File: config.mk
export PLATFORM = sky130hd
export DESIGN_NAME = door_lock_actuator
export DESIGN_NICKNAME = d
export VERILOG_FILES = /design/src/rtl/door_lock_actuator.sv
export SDC_FILE = /design/constraint.sdc
export NUM_CORES = 1
export LEC_CHECK = 0
export CORE_AREA = 2 2 84 46
export CTS_CLUSTER_DIAMETER = 50
export DETAILED_ROUTE_END_ITERATION = 12
export DIE_AREA = 0 0 86 48
export PLACE_DENSITY = 0.66
export SLEW_MARGIN = 20
export SYNTH_ARGS = -nofsm -noshare
export SYNTH_HDL_FRONTEND = slang
export SYNTH_SLANG_ARGS = --single-unit
export TNS_END_PERCENT = 5
File: constraint.sdc
create_clock -name i_clk -period 2.2 [get_ports i_clk]
set_clock_uncertainty 0.1 [all_clocks]
set_input_delay 0.66 -clock i_clk [delete_from_list [all_inputs] [get_ports i_clk]]
set_output_delay 0.66 -clock i_clk [all_outputs]
set_load 0.1 [all_outputs]
File: src/rtl/door_lock_actuator.sv
// Bolt actuator: turns the lock/unlock level command into timed motor pulses, confirms each
// move on a debounced latch sensor, retries unconfirmed moves and latches a fault.
//
// state   | meaning
// S_IDLE  | bolt matches target, motors off, waiting for a new target
// S_DRIVE | motor driven toward r_dir for PULSE_CYCLES
// S_WAIT  | motors off, waiting TIMEOUT_CYCLES for latch confirmation
// S_DEAD  | motors-off gap before a retry pulse or after an abort
// S_FAULT | all attempts failed, motors off until fault clear
module door_lock_actuator #(
    parameter int PULSE_CYCLES   = 50,
    parameter int TIMEOUT_CYCLES = 200,
    parameter int MAX_RETRIES    = 2,
    parameter int DEAD_CYCLES    = 8,
    parameter int SETTLE_CYCLES  = 4
) (
    input  logic i_clk,
    input  logic i_rst_n,
    input  logic i_lock_door,
    input  logic i_latch_sensor,
    input  logic i_fault_clr,
    output logic o_motor_lock,
    output logic o_motor_unlock,
    output logic o_door_locked,
    output logic o_busy,
    output logic o_fault
);

    localparam int MAX_TA = (PULSE_CYCLES > TIMEOUT_CYCLES) ? PULSE_CYCLES : TIMEOUT_CYCLES;
    localparam int MAX_T  = (MAX_TA > DEAD_CYCLES) ? MAX_TA : DEAD_CYCLES;
    localparam int TW     = (MAX_T > 1) ? $clog2(MAX_T) : 1;
    localparam int RW     = (MAX_RETRIES > 0) ? $clog2(MAX_RETRIES + 1) : 1;
    localparam int SW     = (SETTLE_CYCLES > 1) ? $clog2(SETTLE_CYCLES) : 1;

    typedef enum logic [2:0] {
        S_IDLE,
        S_DRIVE,
        S_WAIT,
        S_DEAD,
        S_FAULT
    } state_t;

    state_t        r_state, w_state_nxt;
    logic [TW-1:0] r_timer, w_timer_nxt;
    logic [RW-1:0] r_retries, w_retries_nxt;
    logic          r_dir, w_dir_nxt;
    logic          r_abort, w_abort_nxt;
    logic          r_sync1, r_sync2, r_latch, r_cmd;
    logic [SW-1:0] r_settle;
    logic          r_motor_lock, r_motor_unlock;

    // latch state only follows the synced sensor after SETTLE_CYCLES consecutive differing samples
    always_ff @(posedge i_clk or negedge i_rst_n) begin
        if (!i_rst_n) begin
            r_sync1  <= 1'b0;
            r_sync2  <= 1'b0;
            r_latch  <= 1'b0;
            r_settle <= '0;
            r_cmd    <= 1'b0;
        end else begin
            r_sync1 <= i_latch_sensor;
            r_sync2 <= r_sync1;
            r_cmd   <= i_lock_door;
            if (r_sync2 == r_latch) begin
                r_settle <= '0;
            end else if (r_settle == SW'(SETTLE_CYCLES - 1)) begin
                r_latch  <= r_sync2;
                r_settle <= '0;
            end else begin
                r_settle <= r_settle + SW'(1);
            end
        end
    end

    always_ff @(posedge i_clk or negedge i_rst_n) begin
        if (!i_rst_n) begin
            r_state        <= S_IDLE;
            r_timer        <= '0;
            r_retries      <= '0;
            r_dir          <= 1'b0;
            r_abort        <= 1'b0;
            r_motor_lock   <= 1'b0;
            r_motor_unlock <= 1'b0;
        end else begin
            r_state        <= w_state_nxt;
            r_timer        <= w_timer_nxt;
            r_retries      <= w_retries_nxt;
            r_dir          <= w_dir_nxt;
            r_abort        <= w_abort_nxt;
            r_motor_lock   <= (r_state == S_DRIVE) && r_dir;
            r_motor_unlock <= (r_state == S_DRIVE) && !r_dir;
        end
    end

    always_comb begin
        w_state_nxt   = r_state;
        w_timer_nxt   = r_timer + TW'(1);
        w_retries_nxt = r_retries;
        w_dir_nxt     = r_dir;
        w_abort_nxt   = r_abort;
        case (r_state)
            S_IDLE: begin
                w_timer_nxt = '0;
                if (r_cmd != r_latch) begin
                    w_dir_nxt     = r_cmd;
                    w_retries_nxt = '0;
                    w_abort_nxt   = 1'b0;
                    w_state_nxt   = S_DRIVE;
                end
            end
            S_DRIVE: begin
                if (r_cmd != r_dir) begin
                    w_abort_nxt = 1'b1;
                    w_timer_nxt = '0;
                    w_state_nxt = S_DEAD;
                end else if (r_timer == TW'(PULSE_CYCLES - 1)) begin
                    w_timer_nxt = '0;
                    w_state_nxt = S_WAIT;
                end
            end
            S_WAIT: begin
                // confirmation wins over both abort and timeout in the same cycle
                if (r_latch == r_dir) begin
                    w_retries_nxt = '0;
                    w_timer_nxt   = '0;
                    w_state_nxt   = S_IDLE;
                end else if (r_cmd != r_dir) begin
                    w_abort_nxt = 1'b1;
                    w_timer_nxt = '0;
                    w_state_nxt = S_DEAD;
                end else if (r_timer == TW'(TIMEOUT_CYCLES - 1)) begin
                    w_timer_nxt = '0;
                    if (r_retries < RW'(MAX_RETRIES)) begin
                        w_retries_nxt = r_retries + RW'(1);
                        w_abort_nxt   = 1'b0;
                        w_state_nxt   = S_DEAD;
                    end else begin
                        w_state_nxt = S_FAULT;
                    end
                end
            end
            S_DEAD: begin
                if (r_timer == TW'(DEAD_CYCLES - 1)) begin
                    w_timer_nxt = '0;
                    w_abort_nxt = 1'b0;
                    w_state_nxt = r_abort ? S_IDLE : S_DRIVE;
                end
            end
            S_FAULT: begin
                w_timer_nxt = '0;
                if (i_fault_clr) begin
                    w_retries_nxt = '0;
                    w_state_nxt   = S_IDLE;
                end
            end
            default: begin
                w_timer_nxt = '0;
                w_state_nxt = S_IDLE;
            end
        endcase
    end

    assign o_motor_lock   = r_motor_lock;
    assign o_motor_unlock = r_motor_unlock;
    assign o_door_locked  = r_latch;
    assign o_busy         = (r_state == S_DRIVE) || (r_state == S_WAIT) || (r_state == S_DEAD);
    assign o_fault        = (r_state == S_FAULT);

endmodule

=== After elaboration in Yosys (flattened, before gate mapping) ===
Index checks and enable logic that the tools add are counted.
W data, S select, Z words.

* Input port bits: 5
* Output and inout bits: 5
* Word-level logic and storage cells: 89
* Register bits: 23

* Equal/unequal tests: 24
* Bitwise operators: 1
* $add $sub $neg: 3
* Reductions and logical operators: 13
* Mux-type cells: 35
* $lt $le $gt $ge: 1

{| class="wikitable"
|+ Operator list
! kind !! count
|-
| $mux W8 || 6
|-
| $mux W3 || 9
|-
| $pmux W8 S3 || 1
|-
| $mux W2 || 8
|-
| $ne A3 B3 Y1 const B || 5
|-
| $pmux W3 S5 || 1
|-
| $add A8 B1 Y8 const B || 1
|-
| $eq A8 B3 Y1 const B || 1
|-
| $eq A8 B6 Y1 const B || 1
|-
| $eq A8 B8 Y1 const B || 1
|-
| $mux W1 || 8
|-
| $ne A2 B2 Y1 const B || 4
|-
| $reduce_and A7 Y1 || 1
|-
| $eq A3 B2 Y1 const B || 2
|-
| $pmux W2 S3 || 1
|-
| $reduce_and A6 Y1 || 1
|-
| $reduce_and A5 Y1 || 1
|-
| $add A2 B1 Y2 const B || 2
|-
| $ne A4 B4 Y1 const B || 1
|-
| $pmux W1 S4 || 1
|-
| $reduce_and A2 Y1 || 2
|-
| $reduce_bool A4 Y1 || 1
|-
| $eq A3 B1 Y1 const B || 1
|-
| $eq A3 B3 Y1 const B || 1
|-
| 12 further kinds || 16
|}

=== Logic depth before layout (Yosys ltp) ===
* Word-level depth: 6
* Mapped depth: 8
* Mapped depth without buffers: 7

=== Least setup slack after synthesis ===
No wires, ideal clock.

* Path kind: register to output
* Start point: register r_state[1]
* End point: output port o_busy
* Setup slack: -0.522 ns
* Buffers on the path: 1
* Arrival: 1.962 ns
* Cell stages (with the launch flop): 4
* Path through: dfrtp_1 > clkbuf_1 > nor2_1 > nor2_1

* Longest elaborated chain between the ends: 3

{| class="wikitable"
|+ Ends and longest elaborated chain
! what !! line !! RTL
|-
| from (decl) || 43 || <nowiki>state_t r_state, w_state_nxt;</nowiki>
|-
| from (signal assigned) || 85 || <nowiki>r_state <= w_state_nxt;</nowiki>
|-
| $eq A3 B1 Y1 or $eq A3 B2 Y1 (tied branches) || 166 || <nowiki>assign o_busy = (r_state == S_DRIVE) || (r_state == S_WAIT) || (r_state == S_DEAD);</nowiki>
|-
| $logic_or A1 B1 Y1 || 166 ||
|-
| $logic_or A1 B1 Y1 * || 166 ||
|-
| to (decl) || 25 || <nowiki>output logic o_busy,</nowiki>
|}

Every way passes the cells marked *; elsewhere a longest branch is shown, timed or not.

=== Worst setup path in the final report ===
* Start point: register r_timer[0]
* End point: register r_abort

* Longest elaborated chain between the ends: 3

{| class="wikitable"
|+ Ends and longest elaborated chain
! what !! line !! RTL
|-
| from (decl) || 44 || <nowiki>logic [TW-1:0] r_timer, w_timer_nxt;</nowiki>
|-
| from (signal assigned) || 86 || <nowiki>r_timer <= w_timer_nxt;</nowiki>
|-
| $eq A8 B8 Y1 or $eq A8 B3 Y1 (tied branches) || 131, 143 ||
|-
| $ne A3 B3 Y1 (no line) or $ne A2 B2 Y1 (tied branches) || -- ||
|-
| $reduce_and A7 Y1 (no line) * || -- ||
|-
| to (signal assigned) || 89 || <nowiki>r_abort <= w_abort_nxt;</nowiki>
|-
| to (decl) || 47 || <nowiki>logic r_abort, w_abort_nxt;</nowiki>
|}

Marked as above.
A chain may end at the register's enable or synchronous reset.

==> key figures <==
Outcome
  – Run status: completed

Logic synthesis
  – Seq/Total Area, Yosys: 0.444
  – Area of the mapped netlist: 1300 um^2
  – Number of nets in the synthesized netlist: 135
  – Number of cells produced by synthesis: 127
  – Synth Register Bits: 23
  – Syn avg cell area: 10.2 um^2
  – Syn. warnings: 0
  – Count of distinct cell types in the synthesized netlist: 44

Die
  – Die Y-Extent: 48 um
  – Total I/O pin count: 10
  – Core region area: 3320 um^2
  – Initial core utilization: 0.390
  – Rows: 15
  – Die Outline Area: 4130 um^2
  – Die width: ~86 um

Pwr
  – Share of power burned in the clock network: 0.128
  – Net load switching power: 0.915 mW
  – Gate power share: 0.557
  – Register share of total power: 0.315
  – IR Drop Worst-Case VDD: 444 uV
  – Static power due to leakage: 0.728 nW
  – Internal Power: 1.18 mW
  – Fraction of power spent switching nets: 0.437
  – Power density over cell area: 1290 nW/um^2

Final layout
  – Inserted Diodes: 0
  – Layout fillers: 295
  – NumNets Final: 155
  – Share of post-route cells with drive strength above 1: 0.253
  – Area grow syn2layout: 25.2%
  – Final core occ: 0.489

Setup path
  – Internal reg-to-reg setup slack: 60 ps
  – CP required: 2260 ps
  – Worst setup SP type: flop
  – Critical path fanouts, max: 4
  – Origin of the critical flop-to-flop path: r_timer[0]
  – Data arrival at the endpoint of the critical path: 2200 ps
  – Critical Path Start: r_timer[0]
  – Class of the most critical setup path: reg2reg
  – CP endpoint kind: flop

STA
  – Worst-margin pin slew: 466 ps
  – Crit share post-route: 0.973
  – Worst hold slack across all endpoints: 259 ps
  – Number of failing hold endpoints at the final stage: 0
  – Relative slew margins: 0.688
  – Post-layout minimum cycle time: 2140 ps
  – Unrepaired setup endpoints after global routing: true
  – Max-slew violations: 0
  – Count of endpoints failing setup in the final report: 0
  – FMAX: 467 MHz

Placement
  – Count of buffers from port buffering: 9
  – Final weighted congestion in routability-driven placement: 0.842
  – Post-DP HPWL: 2120 um

Route
  – Total via count in the routed design: 995
  – Via count normalized by instance count: 5.29
  – Final antenna-violating net count: 0
  – Iteration-0 DRC Markers: 51
  – Post-detailed-route DRC marker count: 0
  – Routed wire length per instance: 15.4 um
  – DRT Wirelength: 2900 um
  – First-pass DRT Iterations: 4

Clock tree
  – Clock transition at the registers of the reported paths: 80 ps
  – Number of buffers inserted during clock tree synthesis: 3
  – Clk Latency, worst-skew pair: between 200 and 300 ps
  – H-tree levels: 1
  – Sinks on Clock Net: 23
  – Bufs on Longest Clock Path: 2
  – Hold buffer count at cts: 0
  – CTS tree: yes
  – Root Buffer Master: sky130_fd_sc_hd__clkbuf_8
  – Count of buffers added by post-CTS timing repair for setup: 0

Job
  – Maxcap violations: 0

Global route
  – Largest net degree at the start of global routing: 24
  – Global-route wire length before repair: 4730 um
  – Initial antenna violation count: 0
  – Overall routing resource usage: 0.161
  – Congestion Overflow GR: 0
  – Number of global-route vias before repair: 951

Hold path
  – HP Class: reg2reg
  – Startpoint of the tightest hold check path: r_sync1
==> synth_stat cells (all sizes together) <==
| library cell | n | area [um^2] |
|---|---|---|
| nand3b | 3 | 26.3 |
| nor3b | 2 | 20.0 |
| or3b | 1 | 8.76 |
| inv | 7 | 26.3 |
| o21ai | 7 | 35.0 |
| nand2 | 6 | 22.5 |
| a32oi | 1 | 16.3 |
| o41ai | 1 | 8.76 |
| nor2b | 5 | 31.3 |
| mux2i | 2 | 20.0 |
| nand3 | 4 | 20.0 |
| nand2b | 1 | 6.26 |
| a21oi | 5 | 25.0 |
| clkbuf | 1 | 3.75 |
| a21o | 2 | 15.0 |
| o31ai | 1 | 7.51 |
| buf | 6 | 28.8 |
| and3 | 4 | 30.0 |
| mux2 | 3 | 37.5 |
| a41oi | 1 | 8.76 |
| ha | 3 | 37.5 |
| a2111oi | 2 | 36.3 |
| nor2 | 14 | 52.6 |
| o32ai | 1 | 8.76 |
| xnor2 | 5 | 43.8 |
| o21bai | 1 | 7.51 |
| o211a | 1 | 10.0 |
| nor4 | 1 | 12.5 |
| dfrtp | 23 | 576 |
| a22o | 2 | 17.5 |
| nor3 | 3 | 20.0 |
| and3b | 1 | 8.76 |
| and4b | 1 | 10.0 |
| or4b | 1 | 13.8 |
| xor2 | 5 | 43.8 |
==> cell families (layout without fill, tap and decap cells) <==
kind of cell | count (synthesis) | in the layout | synth area share
AO/OA/AOI/OAI | 25 | 25 | 0.152
XOR/XNOR | 10 | 10 | 0.0676
adder cells (fa/ha/maj) | 3 | 3 | 0.0290
buffers and inverters | 14 | 33 | 0.0454
flip-flops | 23 | 23 | 0.444
multiplexers | 5 | 5 | 0.0444
AND/OR/NAND/NOR | 47 | 47 | 0.218
==> per-layer routing <==
metal  up-vias  GRT usage  share of wire
met5         -          0              0
li1        479          -              -
met4         0     0.0667         0.0045
met2        27      0.245           0.43
met3         2     0.0466          0.061
met1       487      0.220           0.51
==> registers in the layout, indices dropped and copies added (netlist names) <==
signal,count
o_motor_lock,1
r_abort,1
r_sync1,1
r_cmd,1
r_state,3
o_door_locked,1
r_dir,1
o_motor_unlock,1
r_timer,8
r_sync2,1
r_retries,2
r_settle,2
==> per-stage QoR <==
stage	cells	setup TNS, ps	setup slack (ps)	total power, mW	area (um^2)
floorplan	127	-126	-64.0	1.44	1300
global route	188	-263	-47.6	2.22	1620
CTS	188	0	20.0	2.09	1610
global placement	184	0	42.5	1.77	1560
detailed placement	184	-137	-46.4	1.81	1560
finish	188	0	59.0	2.09	1620
==> power groups by stage <==
stage	sequential (mW)	clock (mW)	combinational, mW
after floorplan	0.728	0	0.709
after global placement	0.650	0	1.12
after detailed placement	0.659	0	1.15
after CTS	0.651	0.284	1.16
after global routing	0.676	0.294	1.25
final	0.660	0.268	1.17
==> timing repair <==
| item | in CTS | in global routing |
|---|---|---|
| endpoints found under the setup margin | 7 | 9 |
| endpoints found under the hold margin | 0 | 0 |
| gates resized for setup | 1 | 3 |
==> worst paths after layout <==
path                                   to  cells after the start
min                               r_sync2                      0
max reg2reg                       r_abort                      6
min reg2reg                       r_sync2                      0
max in group asynchronous      r_state[0]                      2
min in group asynchronous  o_motor_unlock                      2
max                               r_abort                      6
==> layout make-up <==
| cell class | count | area, um^2 | area share |
|---|---|---|---|
| Clock buffer | 3 | 41.3 | 0.0254 |
| Clock inverter | 1 | 5.00 | 0.00308 |
| Inverter | 7 | 26.3 | 0.0162 |
| Multi-Input combinational cell | 90 | 682 | 0.420 |
| Sequential cell | 23 | 578 | 0.356 |
| Tap cell | 42 | 52.6 | 0.0324 |
| Timing Repair Buffer | 22 | 238 | 0.146 |
==> critical path, stage by stage (launching register included) <==
cell                        delay (ps)
sky130_fd_sc_hd__dfrtp_1           400
sky130_fd_sc_hd__ha_1              180
sky130_fd_sc_hd__nand2_1           110
sky130_fd_sc_hd__or4b_4            510
sky130_fd_sc_hd__and3_4            210
sky130_fd_sc_hd__a2111oi_4         180
sky130_fd_sc_hd__mux2_1            340
==> layout by cell type (no fill, tap or decap), types with 2 or more instances in the layout <==
cell	Yosys	routed
sky130_fd_sc_hd__xnor2_1	5	5
sky130_fd_sc_hd__clkdlybuf4s50_1	0	4
sky130_fd_sc_hd__nand3_1	4	4
sky130_fd_sc_hd__o21ai_1	2	2
sky130_fd_sc_hd__buf_4	0	13
sky130_fd_sc_hd__a21oi_1	5	5
sky130_fd_sc_hd__o21ai_0	5	5
sky130_fd_sc_hd__nand3b_1	2	2
sky130_fd_sc_hd__clkbuf_8	0	3
sky130_fd_sc_hd__a22o_1	2	2
sky130_fd_sc_hd__mux2i_1	2	2
sky130_fd_sc_hd__nor3_1	2	2
sky130_fd_sc_hd__nor2b_1	5	4
sky130_fd_sc_hd__a21o_1	2	2
sky130_fd_sc_hd__nor2_1	14	13
sky130_fd_sc_hd__dfrtp_2	0	2
sky130_fd_sc_hd__ha_1	3	3
sky130_fd_sc_hd__inv_1	7	7
sky130_fd_sc_hd__nand2_1	6	6
sky130_fd_sc_hd__xor2_1	5	5
sky130_fd_sc_hd__and3_1	3	3
sky130_fd_sc_hd__dfrtp_1	23	21
sky130_fd_sc_hd__buf_12	0	5
No activity file was read; power rests on OpenSTA's default activity.
